`src/rtl/user_wb_mailbox_pkg.sv`:
```
// Shared register map, STATUS/CTRL bit positions and STATUS packing helper
// for the Wishbone mailbox FIFO.
package user_wb_mailbox_pkg;

    typedef enum logic [1:0] {
        REG_DATA   = 2'd0,
        REG_STATUS = 2'd1,
        REG_CTRL   = 2'd2,
        REG_THRESH = 2'd3
    } reg_idx_e;

    localparam int unsigned ST_EMPTY     = 0;
    localparam int unsigned ST_FULL      = 1;
    localparam int unsigned ST_OVERFLOW  = 2;
    localparam int unsigned ST_UNDERFLOW = 3;
    localparam int unsigned ST_COUNT_LSB = 8;

    localparam int unsigned CTRL_FLUSH  = 0;
    localparam int unsigned CTRL_CLEAR  = 1;
    localparam int unsigned CTRL_IRQ_EN = 2;

    function automatic logic [31:0] pack_status(input logic       empty,
                                                input logic       full,
                                                input logic       ovf,
                                                input logic       unf,
                                                input logic [7:0] count);
        logic [31:0] s;
        s                            = '0;
        s[ST_EMPTY]                  = empty;
        s[ST_FULL]                   = full;
        s[ST_OVERFLOW]               = ovf;
        s[ST_UNDERFLOW]              = unf;
        s[ST_COUNT_LSB +: 8]         = count;
        return s;
    endfunction

endpackage

```
`src/rtl/user_wb_mailbox_fifo_sync.sv`:
```
// Synchronous FIFO storage for the mailbox: memory, wrapping pointers and an
// occupancy count one bit wider than the pointers.
module mailbox_sync_fifo #(
    parameter int unsigned DEPTH = 16,
    parameter int unsigned DW    = 32
) (
    input  logic                     clk_i,
    input  logic                     rst_i,
    input  logic                     flush_i,
    input  logic                     push_i,
    input  logic                     pop_i,
    input  logic [DW-1:0]            wr_data_i,
    output logic [DW-1:0]            rd_data_o,
    output logic                     full_o,
    output logic                     empty_o,
    output logic [$clog2(DEPTH):0]   count_o
);
    localparam int unsigned AW = $clog2(DEPTH);

    logic [DW-1:0] mem [DEPTH];
    logic [AW-1:0] wr_ptr_q, wr_ptr_d;
    logic [AW-1:0] rd_ptr_q, rd_ptr_d;
    logic [AW:0]   count_q, count_d;
    logic          do_push, do_pop;

    assign full_o    = (count_q == (AW+1)'(DEPTH));
    assign empty_o   = (count_q == '0);
    assign count_o   = count_q;
    assign rd_data_o = mem[rd_ptr_q];
    assign do_push   = push_i && !full_o;
    assign do_pop    = pop_i && !empty_o;

    // Next pointer/count values; flush wins over any transfer.
    always_comb begin
        wr_ptr_d = wr_ptr_q;
        rd_ptr_d = rd_ptr_q;
        count_d  = count_q;
        if (flush_i) begin
            wr_ptr_d = '0;
            rd_ptr_d = '0;
            count_d  = '0;
        end else begin
            if (do_push) wr_ptr_d = wr_ptr_q + AW'(1);
            if (do_pop)  rd_ptr_d = rd_ptr_q + AW'(1);
            if (do_push && !do_pop)      count_d = count_q + (AW+1)'(1);
            else if (do_pop && !do_push) count_d = count_q - (AW+1)'(1);
        end
    end

    // Pointer and count registers.
    always_ff @(posedge clk_i) begin
        if (rst_i) begin
            wr_ptr_q <= '0;
            rd_ptr_q <= '0;
            count_q  <= '0;
        end else begin
            wr_ptr_q <= wr_ptr_d;
            rd_ptr_q <= rd_ptr_d;
            count_q  <= count_d;
        end
    end

    // Storage write; contents need no reset.
    always_ff @(posedge clk_i) begin
        if (do_push && !flush_i) mem[wr_ptr_q] <= wr_data_i;
    end

endmodule

```
`src/rtl/user_wb_mailbox_fifo.sv`:
```
// Wishbone slave mailbox: DATA push/pop, STATUS, CTRL and THRESH registers,
// single-cycle registered ack and a registered level interrupt.
module user_wb_mailbox_fifo
    import user_wb_mailbox_pkg::*;
#(
    parameter int unsigned DEPTH = 16,
    parameter int unsigned DW    = 32
) (
    input  logic          wb_clk_i,
    input  logic          wb_rst_i,
    input  logic          wbs_cyc_i,
    input  logic          wbs_stb_i,
    input  logic          wbs_we_i,
    input  logic [3:0]    wbs_sel_i,
    input  logic [31:0]   wbs_adr_i,
    input  logic [DW-1:0] wbs_dat_i,
    output logic          wbs_ack_o,
    output logic [DW-1:0] wbs_dat_o,
    output logic          irq_o
);
    localparam int unsigned CW = $clog2(DEPTH) + 1;

    logic          ack_q, ack_d;
    logic [DW-1:0] dat_q, dat_d;
    logic          irq_q, irq_d;
    logic          ovf_q, ovf_d;
    logic          unf_q, unf_d;
    logic          irq_en_q, irq_en_d;
    logic [7:0]    thresh_q, thresh_d;

    logic          req;
    logic          push, pop, flush;
    logic [DW-1:0] fifo_rd_data;
    logic          fifo_full, fifo_empty;
    logic [CW-1:0] fifo_count, count_nxt;
    reg_idx_e      idx;

    logic unused_bits;
    assign unused_bits = ^{wbs_adr_i[31:4], wbs_adr_i[1:0], wbs_sel_i[3:1]};

    assign req = wbs_cyc_i && wbs_stb_i && !ack_q;
    assign idx = reg_idx_e'(wbs_adr_i[3:2]);

    mailbox_sync_fifo #(
        .DEPTH (DEPTH),
        .DW    (DW)
    ) u_fifo (
        .clk_i     (wb_clk_i),
        .rst_i     (wb_rst_i),
        .flush_i   (flush),
        .push_i    (push),
        .pop_i     (pop),
        .wr_data_i (wbs_dat_i),
        .rd_data_o (fifo_rd_data),
        .full_o    (fifo_full),
        .empty_o   (fifo_empty),
        .count_o   (fifo_count)
    );

    // Register decode: side effects and read data for the accepted request.
    always_comb begin
        ack_d    = req;
        dat_d    = '0;
        push     = 1'b0;
        pop      = 1'b0;
        flush    = 1'b0;
        ovf_d    = ovf_q;
        unf_d    = unf_q;
        irq_en_d = irq_en_q;
        thresh_d = thresh_q;
        if (req) begin
            unique case (idx)
                REG_DATA: begin
                    if (wbs_we_i) begin
                        if (fifo_full) ovf_d = 1'b1;
                        else           push  = 1'b1;
                    end else begin
                        if (fifo_empty) unf_d = 1'b1;
                        else begin
                            pop   = 1'b1;
                            dat_d = fifo_rd_data;
                        end
                    end
                end
                REG_STATUS: begin
                    if (!wbs_we_i)
                        dat_d = pack_status(fifo_empty, fifo_full, ovf_q, unf_q, 8'(fifo_count));
                end
                REG_CTRL: begin
                    if (wbs_we_i) begin
                        if (wbs_sel_i[0]) begin
                            flush    = wbs_dat_i[CTRL_FLUSH];
                            irq_en_d = wbs_dat_i[CTRL_IRQ_EN];
                            if (wbs_dat_i[CTRL_CLEAR]) begin
                                ovf_d = 1'b0;
                                unf_d = 1'b0;
                            end
                        end
                    end else begin
                        dat_d[CTRL_IRQ_EN] = irq_en_q;
                    end
                end
                REG_THRESH: begin
                    if (wbs_we_i) begin
                        if (wbs_sel_i[0]) thresh_d = wbs_dat_i[7:0];
                    end else begin
                        dat_d[7:0] = thresh_q;
                    end
                end
            endcase
        end
    end

    // Occupancy after this edge, so irq tracks the count change on the same edge.
    always_comb begin
        count_nxt = fifo_count;
        if (flush)     count_nxt = '0;
        else if (push) count_nxt = fifo_count + CW'(1);
        else if (pop)  count_nxt = fifo_count - CW'(1);
        irq_d = irq_en_d && (8'(count_nxt) >= thresh_d) && (thresh_d != 8'd0);
    end

    // Bus-facing and CSR registers.
    always_ff @(posedge wb_clk_i) begin
        if (wb_rst_i) begin
            ack_q    <= 1'b0;
            dat_q    <= '0;
            irq_q    <= 1'b0;
            ovf_q    <= 1'b0;
            unf_q    <= 1'b0;
            irq_en_q <= 1'b0;
            thresh_q <= '0;
        end else begin
            ack_q    <= ack_d;
            dat_q    <= dat_d;
            irq_q    <= irq_d;
            ovf_q    <= ovf_d;
            unf_q    <= unf_d;
            irq_en_q <= irq_en_d;
            thresh_q <= thresh_d;
        end
    end

    assign wbs_ack_o = ack_q;
    assign wbs_dat_o = dat_q;
    assign irq_o     = irq_q;

endmodule

```
`config.mk`:
```
export PLATFORM = sky130hd
export DESIGN_NAME = user_wb_mailbox_fifo
export DESIGN_NICKNAME = d
export VERILOG_FILES = /design/src/rtl/user_wb_mailbox_pkg.sv /design/src/rtl/user_wb_mailbox_fifo_sync.sv /design/src/rtl/user_wb_mailbox_fifo.sv
export SDC_FILE = /design/constraint.sdc
export NUM_CORES = 1
export LEC_CHECK = 0
export ABC_AREA = 0
export BUFFER_PORTS_ARGS = -buffer_cell sky130_fd_sc_hd__buf_2
export CAP_MARGIN = 20
export CORE_MARGIN = 5
export CORE_UTILIZATION = 61
export DETAILED_ROUTE_END_ITERATION = 6
export PLACE_DENSITY = 0.79
export SLEW_MARGIN = 20
export SYNTH_ARGS = -nofsm -noshare
export SYNTH_HDL_FRONTEND = slang
export SYNTH_SLANG_ARGS = --single-unit
```
`constraint.sdc`:
```
create_clock -name wb_clk_i -period 6.34 [get_ports wb_clk_i]
set_input_delay 1.585 -clock wb_clk_i [delete_from_list [all_inputs] [get_ports wb_clk_i]]
set_output_delay 1.585 -clock wb_clk_i [all_outputs]
set_load 0.01 [all_outputs]
```
==> impl_metrics.yaml <==
status:
  status: "completed"
min_path:
  hold_class: "reg -> reg"
  whs_path_depth: 1
floorplanning:
  boundaryPins: 107
  die_w_um: 199
  core_um2: 35500
  row_count: 69
  die-area_um2: 39800
  start_util: 0.617
  die_h_um: 199
cts:
  clk_path_buf_depth: 3
  clk_pin_slew_worst_paths_ns: 0.06
  cts_tree: "done"
  htreeDepth: 2
  clock_sinks: 574
  cts_root_buf: "clkbuf_16"
  cts_setup_buffers: 0
  cts_resized: 0
  clk_latency_ns: 0.58
  cts_buffers: 55
  cts_hold_buf: 0
grt:
  grtUsageTotal: 0.230
  antenna_found_initial: 3
  gr-total-overflow: 0
  grt_pass1_wl_um: 67100
  grt_pass1_vias: 10900
  grt_max_degree: 66
worst_setup_path:
  worstPathArrival_ns: 4.62
  end_kind: "flop"
  required_ns: 6.59
  endpoint: "u_fifo.mem[14][4]"
  cp_num_buf_inv: 3
  crit_slowest_cell: "nor2_4"
  crit_family: "simple AND/OR/NAND/NOR gates"
  start_kind: "input port"
  cp.depth: 7
  r2r-end: "u_fifo.mem[14][4]"
  r2r_slack_ns: 2.36
  reg2regPathDepth: 8
  path_max_fanout: 21
  cp-startpoint: "wbs_adr_i[3]"
  reg2reg_from: "u_fifo.count_o[0]"
  path_class: "in -> reg"
  cp_slowest_stage_delay_ns: 0.83
  path_cells: "buf_2, nor2_1, nand4b_1, inv_2, nand3_1, nor2_4, buf_4"
placement:
  gp_congestion: 0.808
  port_buffers: 73
  dp_hpwl_um: 23600
yosys:
  netlist_instances: 1030
  ys_ff_latch: 574
  yosysTopAreaCell: "edfxtp_1"
  yosysMostFrequentCell: "edfxtp_1"
  synth_warnings: 0
  async_flop_share: 0
  ys_types: 42
  synthFlopType: "edfxtp_1"
  syn_area_um2: 21900
  synth_top_cells_by_count: "edfxtp_1, mux4_2, dfxtp_1, nor2_1, mux2i_1"
  ys_seq_area_frac: 0.759
  synth_top_area_share: 0.702
  synthTopCellsByArea: "edfxtp_1, mux4_2, dfxtp_1"
  synth-edff-count: 512
  synth_nets: 1116
  syn_avg_cell_area_um2: 21.3
drt:
  drt_pass1_iterations: 6
  drc: 0
  num_vias: 10400
  routed_wl_um: 44600
  postRouteAntennaNets: 0
  drtIter0Drc: 1115
  routedWlPerCell_um: 27.1
  drt-vias-per-instance: 6.33
layout:
  nFillCells: 2104
  areaGrowthSynthToFinish_pct: 12.4
  final_nets: 1222
  drive_gt1_frac: 0.310
pwr:
  switching_share: 0.194
  p_clk_frac: 0.422
  vdd_drop_max_uv: 246
  p_sw_mw: 1.41
  power.density_nw_per_um2: 296
  p_comb_frac: 0.014
  p_leak_nw: 7.83
  power_mw: 7.30
  seqPwrFrac: 0.565
  p_int_mw: 5.88
sta:
  slew_violations: 0
  fin_tns_setup_ns: 0
  setup_viol: 0
  fmax_mhz: 229
  slew_headroom: 0.304
  tightest_slew_ns: 1.04
  fin_crit_ns: 4.37
  hold_viol: 0
  rsz0062_at_grt: "no"
  fin_skew_ns: 0.0219
  post-route-period-util: 0.689
job:
  cap_violations: 0
-- logic make-up after synthesis --
group                      count (synthesis)  synth area share
adders and majority gates                 13           0.00743
xor gates and xnor gates                  14           0.00560
AOI/OAI and AO/OA                         50            0.0139
DFF                                      574             0.759
buffers and inverters                     63            0.0142
and+or+nand+nor                          128            0.0294
muxes                                    188             0.171
-- flip-flops by register name, indices dropped and copies added, names as in the netlist, named ones only --
signal	cells
unf_q	1
u_fifo.rd_ptr_q	4
ovf_q	1
wbs_dat_o	32
u_fifo.mem	512
irq_en_q	1
u_fifo.count_o	5
u_fifo.wr_ptr_q	4
wbs_ack_o	1
thresh_q	8
irq_o	1
-- layout by cell type, fill, tap and decap left out, types with 6 or more instances in the layout --
cell	instances
nand2_1	12
buf_4	27
mux2i_1	26
o2bb2ai_1	9
inv_1	9
clkinv_2	16
edfxtp_1	512
clkinv_1	13
buf_2	73
dfxtp_1	58
mux2_2	15
o21ai_0	8
a21oi_1	23
nor2_1	49
xnor2_1	6
mux4_2	147
nor2b_1	20
xor2_1	8
clkbuf_16	56
nor3_1	7
clkbuf_1	12
ha_1	13
-- power by group through the flow --
stage / clock [mW] / sequential, mW / combinational [mW]
floorplan: 0 / 4.20 / 0.0366
global placement: 0 / 4.20 / 0.0939
detailed placement: 0 / 4.20 / 0.100
CTS: 3.13 / 4.12 / 0.101
global route: 3.31 / 4.12 / 0.111
finish: 3.08 / 4.12 / 0.101
-- metrics by stage --
stage               area, um2   util  hold WS, ns  instances  setup WS [ns]
detailed placement      22900  0.645        0.481       1539           1.48
global placement        22900  0.645        0.474       1539           1.56
CTS                     24600  0.693        0.489       1642           2.06
floorplan               21900      -        0.446       1030          0.447
global route            24600  0.694        0.502       1644           1.90
finish                  24600  0.694        0.490       1644           1.97
-- how the worst min path moves through the flow --
stage                startpoint      endpoint  slack (ns)
floorplan           thresh_q[4]  wbs_dat_o[4]        0.45
global placement    thresh_q[6]  wbs_dat_o[6]        0.47
detailed placement  thresh_q[6]  wbs_dat_o[6]        0.48
CTS                 thresh_q[6]  wbs_dat_o[6]        0.49
global route        thresh_q[5]  wbs_dat_o[5]        0.50
finish              thresh_q[6]  wbs_dat_o[6]        0.49
-- layout make-up --
type	count	area (um2)	area share
Sequential cell	574	16600	0.675
Multi-Input combinational cell	393	5070	0.206
Clock buffer	68	1450	0.0587
Timing Repair Buffer	102	616	0.0250
Tap cell	461	577	0.0234
Clock inverter	35	251	0.0102
Inverter	10	37.5	0.00152
Antenna cell	1	2.50	0.000102
-- worst register-to-register path, delay by kind of cell (launching register included) --
kind | cells | cell delay (ns)
and+or+nand+nor | 4 | 2.01
buffers and inverters | 3 | 0.91
adders and majority gates | 1 | 0.26
DFF | 1 | 0.49
-- per-layer routing --
layer | routed length, um | global-route usage
met1 | 17100 | 0.316
met2 | 23500 | 0.395
met3 | 2930 | 0.0346
met4 | 1020 | 0.0652
met5 | 21 | 0
No activity file was read; power rests on OpenSTA's default activity.
